`src/rtl/rr_bin_arb.sv`:
```
// rr_bin_arb: round-robin arbiter. It returns the winning requester as a binary index and
// uses a valid/ready handshake on the output side.
//
// The grant is registered. Once vld is asserted, the grant holds until it is accepted
// (vld && rdy). Each acceptance moves the priority pointer to the index just after the
// accepted one. The search for the next winner runs in the same cycle as the acceptance,
// so grants can issue back-to-back.
//
// Ports:
//   clk  - clock; all state updates on the rising edge
//   rst  - synchronous active-high reset
//   req  - request vector, bit i = requester i
//   vld  - grant valid (registered)
//   rdy  - downstream ready; grant accepted when vld && rdy
//   bin  - granted requester index (registered; keeps its last value while vld=0)
//   ptr  - current priority pointer, for debug/observability
module rr_bin_arb #(
   parameter int unsigned WIDTH = 32,
   localparam int unsigned WIDTH_LOG = $clog2(WIDTH)
) (
   input  logic                 clk,
   input  logic                 rst,
   input  logic [WIDTH-1:0]     req,
   output logic                 vld,
   input  logic                 rdy,
   output logic [WIDTH_LOG-1:0] bin,
   output logic [WIDTH_LOG-1:0] ptr
);

   typedef enum logic [0:0] {StIdle, StHold} state_e;

   localparam logic [WIDTH_LOG-1:0] LastIdx = WIDTH_LOG'(WIDTH - 1);

   state_e               state_q, state_d;
   logic [WIDTH_LOG-1:0] bin_q, bin_d;
   logic [WIDTH_LOG-1:0] ptr_q, ptr_d;

   logic                 accept;
   logic [WIDTH_LOG-1:0] bin_inc;
   logic [WIDTH_LOG-1:0] search_base;
   logic [WIDTH-1:0]     upper_mask;
   logic [WIDTH-1:0]     req_upper;
   logic                 any_req;
   logic                 any_upper;
   logic [WIDTH_LOG-1:0] hit_idx;

   // Returns the index of the lowest set bit (0 when the vector is empty).
   function automatic logic [WIDTH_LOG-1:0] lowest_set(input logic [WIDTH-1:0] vec);
      lowest_set = '0;
      for (int i = int'(WIDTH) - 1; i >= 0; i--) begin
         if (vec[i]) begin
            lowest_set = WIDTH_LOG'(i);
         end
      end
   endfunction

   // Index increment is modulo WIDTH, not 2**WIDTH_LOG, so that a non-power-of-2 WIDTH
   // never produces an out-of-range index.
   always_comb begin
      bin_inc = (bin_q == LastIdx) ? '0 : bin_q + WIDTH_LOG'(1);
   end

   assign accept = (state_q == StHold) && rdy;

   // When a grant is accepted, the search starts just past that grant. In every other
   // case it starts at the priority pointer.
   assign search_base = accept ? bin_inc : ptr_q;

   // Circular search using a thermometer mask. The lowest request at or above the base
   // wins. If there is no such request, the search wraps and the lowest request overall
   // wins.
   always_comb begin
      upper_mask = '0;
      for (int unsigned i = 0; i < WIDTH; i++) begin
         upper_mask[i] = (WIDTH_LOG'(i) >= search_base);
      end
   end

   assign req_upper = req & upper_mask;
   assign any_upper = |req_upper;
   assign any_req   = |req;
   assign hit_idx   = any_upper ? lowest_set(req_upper) : lowest_set(req);

   // Next-state logic
   always_comb begin
      state_d = state_q;
      bin_d   = bin_q;
      ptr_d   = ptr_q;
      unique case (state_q)
         StIdle: begin
            if (any_req) begin
               bin_d   = hit_idx;
               state_d = StHold;
            end
         end
         StHold: begin
            // While rdy is low, the grant is frozen and req is ignored.
            if (rdy) begin
               ptr_d = bin_inc;
               if (any_req) begin
                  bin_d = hit_idx;
               end else begin
                  state_d = StIdle;
               end
            end
         end
         default: begin
            state_d = StIdle;
         end
      endcase
   end

   always_ff @(posedge clk) begin
      if (rst) begin
         state_q <= StIdle;
         bin_q   <= '0;
         ptr_q   <= '0;
      end else begin
         state_q <= state_d;
         bin_q   <= bin_d;
         ptr_q   <= ptr_d;
      end
   end

   assign vld = (state_q == StHold);
   assign bin = bin_q;
   assign ptr = ptr_q;

   // A grant that is not accepted must stay valid and unchanged.
   a_hold_stable : assert property (@(posedge clk) disable iff (rst)
      (vld && !rdy) |=> (vld && $stable(bin)));

   // Indices stay within 0..WIDTH-1.
   a_bin_range : assert property (@(posedge clk) disable iff (rst)
      (32'(bin) < WIDTH) && (32'(ptr) < WIDTH));

endmodule

```
`config.mk`:
```
export PLATFORM = sky130hd
export DESIGN_NAME = rr_bin_arb
export DESIGN_NICKNAME = d
export VERILOG_FILES = /design/src/rtl/rr_bin_arb.sv
export SDC_FILE = /design/constraint.sdc
export NUM_CORES = 1
export LEC_CHECK = 0
export ABC_CLOCK_PERIOD_IN_PS = 3000
export BUFFER_PORTS_ARGS = -buffer_cell sky130_fd_sc_hd__buf_2
export CAP_MARGIN = 30
export CORE_AREA = 2 2 58 82
export DETAILED_ROUTE_END_ITERATION = 10
export DIE_AREA = 0 0 60 84
export PLACE_DENSITY = 0.81
export SLEW_MARGIN = 20
export SYNTH_ARGS = -nofsm -noshare
export SYNTH_HDL_FRONTEND = slang
export SYNTH_SLANG_ARGS = --single-unit
export TNS_END_PERCENT = 5
```
`constraint.sdc`:
```
create_clock -name clk -period 3 [get_ports clk]
set_input_delay 0.6 -clock clk [delete_from_list [all_inputs] [get_ports clk]]
set_output_delay 0.6 -clock clk [all_outputs]
set_load 0.05 [all_outputs]
```
==> results_dict.tcl <==
set metrics [dict create \
    drt_iter0_drc 418 \
    reg2reg_to "bin[0]" \
    yosysWarnings 0 \
    swShare_pct 45.4 \
    violations "setup timing" \
    drv_slew 0 \
    synth-compound-area-share_pct 49.4 \
    cpPeakStageDelay_ps 360 \
    synth_seq_area_share_pct 10.6 \
    crit_arrival_ps 3180 \
    htreeDepth 1 \
    setup_ws_ps -67.9 \
    p_per_area_mw_per_mm2 221 \
    fill_cells 354 \
    synthAdderAreaFrac_pct 1.20 \
    io_buffers 45 \
    syn-num-nets 327 \
    syn_area_mm2 0.00208 \
    post-route-period-util_pct 102 \
    cts_tree "built" \
    synth-edff-count 0 \
    critPathLaunch "bin[1]" \
    gp_congestion 1.02 \
    r2r_setup_slack_ps -70 \
    cts_root_buf "clkbuf_8" \
    syn_to_final_growth_pct 61.0 \
    final_area_mm2 0.00334 \
    critPathKind "reg2reg" \
    nets 455 \
    combPwrFrac_pct 55.6 \
    crit_required_ps 3110 \
    antenna_left 0 \
    rr_worst_depth 15 \
    syn_inst 290 \
    drc 0 \
    cp_common_cell "buf_4" \
    crit_end "bin[0]" \
    reg2reg_from "bin[1]" \
    numCtsBuffers 3 \
    slowest_stage "dfxtp_4" \
    yosysTopAreaCell "dfxtp_1" \
    drive_above_1_share_pct 47.2 \
    hold_viol 0 \
    die_w_um 60 \
    synthTopCellsByArea "dfxtp_1, a21oi_1, nor2_1" \
    synthXorXnorAreaFrac_pct 0.783 \
    num_vias 3335 \
    grt_pass1_vias 3149 \
    fp-row-count 29 \
    p_clk_share_pct 22.5 \
    maxCapViolations 0 \
    crit_fanout 7 \
    grt-ovfl-total 0 \
    leakage_nw 1.42 \
    wl_per_cell_um 24.6 \
    crit_path_end_kind "register" \
    synth_top_area_share_pct 10.6 \
    ff_latch_area_um2 230 \
    start_util_pct 47.3 \
    setup_viol 4 \
    multi_input_area_mm2 0.00204 \
    seq_power_share_pct 21.9 \
    tightest_slew_ps 866 \
    antenna_cells 0 \
    p_total_w 0.000738 \
    synthSimpleGateAreaFrac_pct 30.1 \
    routed_wl_mm 11.8 \
    async_flop_share_pct 0 \
    cp-start-kind "register" \
    synth_top_family_by_area "compound AO/OA/AOI/OAI gates" \
    ys_seq_elements 11 \
    ctsHoldBuffers 0 \
    die_h_um 84 \
    grt_max_degree 14 \
    min_period_ps 3070 \
    fmax_mhz 326 \
    clk_path_buf_depth 2 \
    ir_drop_mv 0.147 \
    antenna_found_initial 0 \
    place_worst_setup_slack_ps -174 \
    insertion_delay_ps 250 \
    rsz0062_at_grt "yes" \
    final_core_util_pct 76.1 \
    core_area_mm2 0.00439 \
    setup_tns_ps -154 \
    path_clk_slew_ps 50 \
    ys_types 71 \
    grt_use_total_pct 45.6 \
    fin_worst_skew_ps 12.6 \
    crit_chain "ha_4 -> and3_4 -> ha_4 -> nand4bb_4 -> buf_4 -> a22oi_1 -> buf_4 -> buf_4 -> o31ai_1 -> a211oi_1 -> buf_4 -> a221oi_4 -> o2111ai_2 -> o221ai_2 -> o31ai_4" \
    die-area_mm2 0.00504 \
    vias_per_cell 6.96 \
    p_int_w 0.000403 \
    syn_avg_cell_area_um2 7.16 \
    synth_flop_cell "dfxtp_1" \
    maxSlewHeadroom_pct 41.9 \
    ioPinCount 46 \
    first_pass_iters 9 \
    postPlaceCellArea_mm2 0.00292 \
    p_switching_w 0.000335 \
    hp-class "reg2reg" \
    dp_hpwl_mm 8.23 \
    synthMuxAreaShare_pct 1.81 \
    cts_num_sinks 11 \
    status "finished, violations left" \
    grt_first_pass_wirelength_mm 16.9 \
]
## cells in the final DEF (no fill, tap or decap), types with 3 or more instances in the layout
cell	netlist	layout
a2111oi_4	1	4
a211o_1	3	3
a211oi_1	12	9
a211oi_2	0	3
a21oi_1	26	20
a21oi_2	0	5
a22o_1	3	3
a22oi_1	6	4
a22oi_2	1	3
a31oi_1	4	3
buf_2	2	45
buf_4	2	86
clkbuf_8	0	3
dfxtp_1	11	7
inv_1	11	11
nand2_1	29	27
nand2b_1	6	6
nand3_1	10	10
nand4_1	5	5
nor2_1	32	31
nor2b_1	4	4
nor3_1	7	6
nor4_1	7	7
o2111ai_2	0	4
o211a_1	3	3
o211ai_1	4	4
o21ai_0	16	14
o31ai_1	10	9
## layout make-up
type,instances,share of cell area [%]
multi-input combinational,257,60.9
timing repair buffer,134,27.3
sequential,11,6.89
tap,62,2.32
clock buffer,4,1.35
inverter,11,1.24
## cells by family after synthesis
group | Yosys count
buffers and inverters | 23
and+or+nand+nor | 118
adders and majority gates | 2
DFF | 11
xor gates and xnor gates | 1
AOI/OAI and AO/OA | 133
muxes | 2
## metal layers
| layer | GRT usage, % | vias to the layer above | share of wire, % |
|---|---|---|---|
| met3 | 8.99 | 113 | 9.7 |
| li1 | - | 1428 | - |
| met4 | 29.1 | 0 | 11 |
| met5 | 0 | - | 0 |
| met1 | 50.3 | 1511 | 32 |
| met2 | 75.7 | 283 | 48 |
## through the flow
stage,hold WS [ps],std cells
floorplan,604,290
global placement,601,464
detailed placement,611,464
CTS,651,471
global route,687,479
finish,663,479
## worst min-delay path by stage
stage / start / end / cells past startpoint
floorplan: bin[1] / bin[1] / 2
global placement: bin[4] / bin[4] / 3
global route: bin[4] / bin[4] / 3
detailed placement: bin[4] / bin[4] / 3
CTS: bin[4] / bin[4] / 3
finish: bin[4] / bin[4] / 3
## synthesized netlist by cell type, types with 2 or more instances
master     number
a2111oi_0       2
a211o_1         3
a211oi_1       12
a21bo_2         2
a21boi_0        2
a21o_1          2
a21oi_1        26
a22o_1          3
a22oi_1         6
a31oi_1         4
a32o_2          2
and2_1          3
and3_1          3
and3b_1         2
and4b_4         2
buf_2           2
buf_4           2
buf_6           4
clkbuf_1        4
dfxtp_1        11
ha_1            2
inv_1          11
nand2_1        29
nand2b_1        6
nand3_1        10
nand4_1         5
nor2_1         32
nor2b_1         4
nor3_1          7
nor4_1          7
o2111ai_1       5
o211a_1         3
o211ai_1        4
o21ai_0        16
o221ai_1        4
o22ai_1         3
o31ai_1        10
o41ai_2         2
## critical path, delay by kind of cell, from the launching register on
family / cells / cell delay (ps)
adder cells (fa/ha/maj): 2 / 290
AND/OR/NAND/NOR: 2 / 330
AO/OA/AOI/OAI: 7 / 1320
flip-flops: 1 / 360
buffers and inverters: 4 / 620
## flip-flops by register name, indices dropped and copies added (netlist names)
register / count
vld: 1
bin: 5
ptr: 5
## power groups by stage
| stage | Sequential [W] | Clock [W] | Combinational (W) |
|---|---|---|---|
| after global placement | 0.000162 | 0 | 0.000337 |
| after global routing | 0.000162 | 0.000169 | 0.000431 |
| after CTS | 0.000161 | 0.000156 | 0.000357 |
| after floorplan | 0.000188 | 0 | 0.000149 |
| after detailed placement | 0.000163 | 0 | 0.000342 |
| final | 0.000162 | 0.000166 | 0.000411 |
## timing repair
item	CTS	global route
gates resized for setup	21	31
setup buffers	2	8
cloned	1	0
endpoints found under the setup margin	5	5
pin swaps	14	24
Power figures use the tool's default switching activity.
